--- src/rtl/pipe_pkg.sv ---
// Shared pipeline definitions: widths, reset/bubble constants and
// the IF fetch FSM state encoding.
package pipe_pkg;

   localparam int INST_W = 32;
   localparam int ADDR_W = 32;

   localparam logic [ADDR_W-1:0] RESET_PC_DEF = 32'h0040_0000;
   localparam logic [INST_W-1:0] NOP_INST_DEF = 32'h0000_0000;

   typedef enum logic [1:0] {
      S_IDLE = 2'd0,
      S_WAIT = 2'd1,
      S_HOLD = 2'd2
   } fetch_state_t;

   function automatic logic [ADDR_W-1:0] pc_plus4(
      input logic [ADDR_W-1:0] pc
   );
      return pc + 32'd4;
   endfunction

endpackage

--- src/rtl/if_skid_buf.sv ---
// One-entry skid buffer holding a fetched word while ID stalls.
// Ports: load/take/clear controls, din in; valid flag and data out.
module if_skid_buf
   import pipe_pkg::*;
(
   input  logic              clk,
   input  logic              rst,
   input  logic              load,
   input  logic              take,
   input  logic              clear,
   input  logic [INST_W-1:0] din,
   output logic              valid,
   output logic [INST_W-1:0] data
);

   always_ff @(posedge clk or posedge rst) begin
      if (rst) begin
         valid <= 1'b0;
         data  <= '0;
      end else if (clear || take) begin
         valid <= 1'b0;
      end else if (load) begin
         valid <= 1'b1;
         data  <= din;
      end
   end

endmodule

--- src/rtl/if_fetch_unit.sv ---
// IF stage: PC register, imem req/ack fetch FSM, IF/ID register.
// Ports: next_pc/stall/flush control in; imem_req/addr/ack/rdata;
// pc_out, id_inst/id_npc/id_valid, fetch_busy out.
// Optional IF_FETCH_PERF_EN adds perf_fetch_cnt / perf_wait_cnt.
module if_fetch_unit
   import pipe_pkg::*;
#(
   parameter logic [ADDR_W-1:0] RESET_PC = RESET_PC_DEF,
   parameter logic [INST_W-1:0] NOP_INST = NOP_INST_DEF
) (
   input  logic              clk,
   input  logic              rst,
   input  logic [ADDR_W-1:0] next_pc,
   input  logic              stall,
   input  logic              flush,
   output logic              imem_req,
   output logic [ADDR_W-1:0] imem_addr,
   input  logic              imem_ack,
   input  logic [INST_W-1:0] imem_rdata,
   output logic [ADDR_W-1:0] pc_out,
   output logic [INST_W-1:0] id_inst,
   output logic [ADDR_W-1:0] id_npc,
   output logic              id_valid,
   output logic              fetch_busy
`ifdef IF_FETCH_PERF_EN
   ,
   output logic [31:0]       perf_fetch_cnt,
   output logic [31:0]       perf_wait_cnt
`endif
);

   localparam logic [ADDR_W-1:0] ALIGN = 32'hFFFF_FFFC;

   fetch_state_t      state;
   logic [ADDR_W-1:0] pc;
   logic [ADDR_W-1:0] redirect;
   logic              drop;
   logic [ADDR_W-1:0] npc_al;
   logic              in_wait;
   logic              in_hold;
   logic              skid_load;
   logic              skid_take;
   logic              skid_valid;
   logic [INST_W-1:0] skid_data;

   assign npc_al     = next_pc & ALIGN;
   assign in_wait    = (state == S_WAIT);
   assign in_hold    = (state == S_HOLD);
   assign imem_req   = in_wait;
   assign imem_addr  = pc;
   assign pc_out     = pc;
   assign fetch_busy = in_wait & ~imem_ack;

   // Skid only captures a live (not dropped) word when ID stalls.
   assign skid_load = in_wait & imem_ack & stall
                    & ~flush & ~drop;
   assign skid_take = in_hold & ~stall & ~flush;

   if_skid_buf u_skid (
      .clk   (clk),
      .rst   (rst),
      .load  (skid_load),
      .take  (skid_take),
      .clear (flush),
      .din   (imem_rdata),
      .valid (skid_valid),
      .data  (skid_data)
   );

   always_ff @(posedge clk or posedge rst) begin
      if (rst) begin
         state    <= S_IDLE;
         pc       <= RESET_PC & ALIGN;
         redirect <= '0;
         drop     <= 1'b0;
         id_inst  <= NOP_INST;
         id_npc   <= '0;
         id_valid <= 1'b0;
      end else begin
         unique case (state)
            S_IDLE: begin
               state <= S_WAIT;
               if (flush) begin
                  pc       <= npc_al;
                  id_inst  <= NOP_INST;
                  id_valid <= 1'b0;
               end
            end
            S_WAIT: begin
               if (flush) begin
                  id_inst  <= NOP_INST;
                  id_valid <= 1'b0;
                  if (imem_ack) begin
                     pc   <= npc_al;
                     drop <= 1'b0;
                  end else begin
                     // Address must stay put until the
                     // outstanding access completes.
                     drop     <= 1'b1;
                     redirect <= npc_al;
                  end
               end else if (drop) begin
                  if (imem_ack) begin
                     drop <= 1'b0;
                     pc   <= redirect;
                  end
                  if (!stall) begin
                     id_inst  <= NOP_INST;
                     id_valid <= 1'b0;
                  end
               end else if (imem_ack) begin
                  if (stall) begin
                     state <= S_HOLD;
                  end else begin
                     id_inst  <= imem_rdata;
                     id_npc   <= pc_plus4(pc);
                     id_valid <= 1'b1;
                     pc       <= npc_al;
                  end
               end else if (!stall) begin
                  id_inst  <= NOP_INST;
                  id_valid <= 1'b0;
               end
            end
            S_HOLD: begin
               if (flush) begin
                  id_inst  <= NOP_INST;
                  id_valid <= 1'b0;
                  pc       <= npc_al;
                  state    <= S_WAIT;
               end else if (!stall) begin
                  id_inst  <= skid_data;
                  id_npc   <= pc_plus4(pc);
                  id_valid <= skid_valid;
                  pc       <= npc_al;
                  state    <= S_WAIT;
               end
            end
            default: state <= S_IDLE;
         endcase
      end
   end

`ifdef IF_FETCH_PERF_EN
   logic fetch_load;

   assign fetch_load = (in_wait & imem_ack & ~stall
                        & ~flush & ~drop) | skid_take;

   always_ff @(posedge clk or posedge rst) begin
      if (rst) begin
         perf_fetch_cnt <= '0;
         perf_wait_cnt  <= '0;
      end else begin
         if (fetch_load && perf_fetch_cnt != 32'hFFFF_FFFF)
            perf_fetch_cnt <= perf_fetch_cnt + 32'd1;
         if (fetch_busy && perf_wait_cnt != 32'hFFFF_FFFF)
            perf_wait_cnt <= perf_wait_cnt + 32'd1;
      end
   end
`endif

endmodule
--- config.mk ---
export PLATFORM = sky130hd
export DESIGN_NAME = if_fetch_unit
export DESIGN_NICKNAME = d
export VERILOG_FILES = /design/src/rtl/pipe_pkg.sv /design/src/rtl/if_skid_buf.sv /design/src/rtl/if_fetch_unit.sv
export SDC_FILE = /design/constraint.sdc
export NUM_CORES = 1
export LEC_CHECK = 0
export ABC_AREA = 1
export ABC_CLOCK_PERIOD_IN_PS = 5100
export CORE_MARGIN = 3
export CORE_UTILIZATION = 50
export CTS_BUF_LIST = sky130_fd_sc_hd__clkbuf_4 sky130_fd_sc_hd__clkbuf_8 sky130_fd_sc_hd__clkbuf_16
export DETAILED_ROUTE_END_ITERATION = 10
export PLACE_DENSITY = 0.88
export SLEW_MARGIN = 20
export SYNTH_ARGS = -nofsm -noshare
export SYNTH_HDL_FRONTEND = slang
export SYNTH_HIERARCHICAL = 1
export SYNTH_SLANG_ARGS = --single-unit
export TNS_END_PERCENT = 1
--- constraint.sdc ---
create_clock -name clk -period 5.1 [get_ports clk]
set_input_delay 1.02 -clock clk [delete_from_list [all_inputs] [get_ports clk]]
set_output_delay 1.02 -clock clk [all_outputs]
set_load 0.05 [all_outputs]
==> impl_table.tex <==
\begin{tabular}{lr}
\hline
Metric & Value \\
\hline
\multicolumn{2}{l}{\textbf{Clock tree}} \\
\quad Number of clock buffers inserted by TritonCTS & 17 \\
\quad CTS tree & yes \\
\quad Hold buffers post-CTS & 0 \\
\quad Maximum count of clock buffers along a single path & 2 \\
\quad Setup bufs post-CTS & 0 \\
\quad CTS Root Buffer Type & clkbuf\_16 \\
\quad H-tree Lvls & 4 \\
\quad Post-CTS Resized & 0 \\
\quad Clock insertion delay at the later pin of the skew report & 0.43 ns \\
\quad Clock sink total & 163 \\
\quad CTS clock-pin slew for the worst setup and hold paths & 0.06 ns \\
\multicolumn{2}{l}{\textbf{Place}} \\
\quad Inst Count DP & 1,608 \\
\quad Pre-CTS setup slack & 1.43 ns \\
\quad Port Buffer Count & 197 \\
\quad HPWL Detailed & 19,000 um \\
\quad Area after detailed placement & 11,100 sq um \\
\quad Final weighted congestion in routability-driven placement & 0.965 \\
\multicolumn{2}{l}{\textbf{Pwr}} \\
\quad Areal power density over the cells & 711 nW/um\^{}2 \\
\quad Overall power & 8.32 mW \\
\quad Leakage power & 5.38 nW \\
\quad Max rail drop VDD & 0.000382 V \\
\multicolumn{2}{l}{\textbf{Setup path}} \\
\quad Worst path required time & 4.08 ns \\
\quad Crit Path Class & flip-flop to primary output \\
\quad Startpoint types & flip-flop \\
\quad Top fanout value on the critical path & 22 \\
\quad Sum of buffers and inverters on the critical path & 3 \\
\quad Critical Path End Type & primary output \\
\quad Cell breakdown of the critical path & inv\_1 -> ha\_1 -> inv\_2 -> nor2\_2 -> clkdlybuf4s50\_1 \\
\quad WP data arrival & 2.89 ns \\
\quad CP delay by family, top & buffers and inverters \\
\quad Slowest stage cell, crit path & clkdlybuf4s50\_1 \\
\quad Delay of the slowest cell on the worst path & 0.83 ns \\
\multicolumn{2}{l}{\textbf{Timing}} \\
\quad Final WS setup & 1.19 ns \\
\quad Transition time of the tightest slew-check pin & 1.10 ns \\
\quad Final period utilization & 76.6\% \\
\quad Max Slew Vio Count & 0 \\
\quad Hold Vio Cnt, Final & 0 \\
\quad Max Clock Skew & 0.00881 ns \\
\quad Final-report setup violation count & 0 \\
\quad Maximum clock rate & 0.256 GHz \\
\quad Unrepaired setup endpoints after global routing & false \\
\quad Minimum clock period after layout & 3.91 ns \\
\quad Slew headroom & 26.4\% \\
\quad Tightest hold margin & 0.471 ns \\
\quad Fin Setup TNS & 0 ns \\
\multicolumn{2}{l}{\textbf{Logic synthesis}} \\
\quad Gate Count Post-Synth & 1,276 \\
\quad Share of flip-flops with an asynchronous set or reset & 100\% \\
\quad Yosys top cell by area & dfrtp\_1 \\
\quad Top cells by area, synth & dfrtp\_1, nand2\_1, o21ai\_0, nor2\_1, a21oi\_1 \\
\quad Register bit total from synthesis & 163 \\
\quad Post-synth net total & 1,351 \\
\quad Cell variety after synth & 29 \\
\quad Average size of a mapped cell & 7.27 sq um \\
\quad Most used DFF post-synth & dfrtp\_1 \\
\quad Synthesis Warnings & 6 \\
\quad Post-Syn Area & 9280 sq um \\
\quad Number of enable-type register cells in the synthesized netlist & 0 \\
\quad Proportion of synthesized chip area in sequential cells & 44.0\% \\
\quad Area share of the leading cell type in the synthesized netlist & 43.7\% \\
\multicolumn{2}{l}{\textbf{Floorplanning}} \\
\quad Cell row count & 49 \\
\quad Core Footprint & 18,100 sq um \\
\quad Number of top-level design ports & 200 \\
\quad Starting density of the core & 51.3\% \\
\quad Die area & 20,200 sq um \\
\quad Die boundary width & 142 um \\
\quad Height of the chip & 142 um \\
\multicolumn{2}{l}{\textbf{Route}} \\
\quad Overall routed net length & 28,700 um \\
\quad Residual DRC count & 0 \\
\quad Wire length per cell after detailed routing & 17.5 um \\
\quad Total vias in the final route & 9,493 \\
\quad Total iterations of the first detailed-routing run & 5 \\
\quad Final antenna-violating net count & 0 \\
\quad Initial detailed-routing violation count & 997 \\
\quad Detailed-route vias per instance & 5.79 \\
\multicolumn{2}{l}{\textbf{Cells and area}} \\
\quad Area growth from synthesis to final layout & 26.1\% \\
\quad Design area & 11,700 sq um \\
\quad Layout cell share with drive strength beyond 1 & 4.89\% \\
\quad Number of nets in the layout & 1,473 \\
\quad Highest-count cells in the layout ignoring fill and taps & nand2\_1, clkdlybuf4s50\_1, dfrtp\_1 \\
\quad Count of inserted antenna diode cells & 0 \\
\quad Layout Cells excl Fill & 1,640 \\
\quad Most common cell after layout, fill and taps aside & nand2\_1 \\
\quad Final cell utilization of the core & 64.7\% \\
\quad Fillcell total & 1,519 \\
\multicolumn{2}{l}{\textbf{Global route}} \\
\quad Antenna violations before repair & 0 \\
\quad Global-route usage over all layers & 28.3\% \\
\quad Via count of the first global-routing pass & 9,116 \\
\quad Grt ovf & 0 \\
\quad Global-route wire length before repair & 46,300 um \\
\quad Maximum number of pins on one net before global-route repair & 76 \\
\multicolumn{2}{l}{\textbf{Run}} \\
\quad Number of max-cap violations & 0 \\
\multicolumn{2}{l}{\textbf{Min path}} \\
\quad Worst Hold Class & flip-flop to flip-flop \\
\multicolumn{2}{l}{\textbf{Status}} \\
\quad Status & finished, final reports clean \\
\hline
\end{tabular}
[worst paths after layout]
kind | to | slack [ns] | from | cells after the start
worst max-delay path | fetch_busy | 1.19 | state[1]$_DFFE_PP0P_ | 5
worst min-delay path | u_skid/data[16]$_DFFE_PP0P_ | 0.47 | u_skid/data[16]$_DFFE_PP0P_ | 2
worst max register to register | id_npc[23]$_DFFE_PP0P_ | 1.53 | state[1]$_DFFE_PP0P_ | 9
worst min register to register | u_skid/data[16]$_DFFE_PP0P_ | 0.47 | u_skid/data[16]$_DFFE_PP0P_ | 2
max in group asynchronous | id_npc[14]$_DFFE_PP0P_ | 3.06 | rst | 3
min in group asynchronous | u_skid/data[9]$_DFFE_PP0P_ | 0.81 | rst | 2
[synth_stat cells (2+ instances only)]
| library cell | count |
|---|---|
| inv_1 | 78 |
| buf_6 | 3 |
| nor3_1 | 60 |
| nor2_1 | 90 |
| a31oi_1 | 6 |
| a21boi_1 | 31 |
| o22ai_1 | 31 |
| nand3_1 | 56 |
| ha_1 | 6 |
| a21oi_1 | 63 |
| buf_1 | 6 |
| xor2_1 | 6 |
| a22oi_1 | 30 |
| inv_2 | 6 |
| clkbuf_1 | 49 |
| nor2_4 | 2 |
| dfrtp_1 | 162 |
| buf_4 | 40 |
| o21ai_1 | 35 |
| nand2_1 | 418 |
| buf_2 | 10 |
| o21ai_0 | 81 |
[cells by family after synthesis]
| logic type | count (synthesis) | share of synthesized area (%) |
|---|---|---|
| simple gates | 631 | 27.7 |
| flops | 163 | 44.0 |
| xor+xnor | 6 | 0.566 |
| fa+ha+maj | 6 | 0.809 |
| compound gates | 278 | 17.2 |
| buf+inv | 192 | 9.76 |
[final cells by class]
type	instances	area, sq um	share of cell area (%)
Clock inverter	11	150	1.28
Inverter	84	318	2.72
Clock buffer	21	468	4.00
Multi-Input combinational cell	921	4310	36.9
Timing Repair Buffer	211	2080	17.8
Sequential cell	163	4080	34.9
Tap cell	229	287	2.45
[flip-flops by register name (all words and copies together), names as in the netlist]
register / count
drop: 1
id_inst: 32
id_npc: 32
id_valid: 1
imem_addr: 32
redirect: 30
state: 2
u_skid/data: 32
u_skid/valid: 1
[tightest hold or removal path: stages, from the launching register on]
cell and delay [ns]:
dfrtp_1 0.34, nand2_1 0.05, nand2_1 0.05
[power by group]
part / internal [mW] / leakage [nW] / switching [mW]
combinational: 1.43 / 3.04 / 3.16
clock: 0.810 / 0.301 / 0.532
sequential: 1.81 / 2.03 / 0.567
total: 4.06 / 5.38 / 4.26
[routing by layer]
metal  share of wire [%]  track usage (%)
met5                   0                0
met4                 2.8             10.8
met3                  10             4.97
met2                  47             44.9
met1                  40             39.0
No activity file was read; power rests on OpenSTA's default activity.
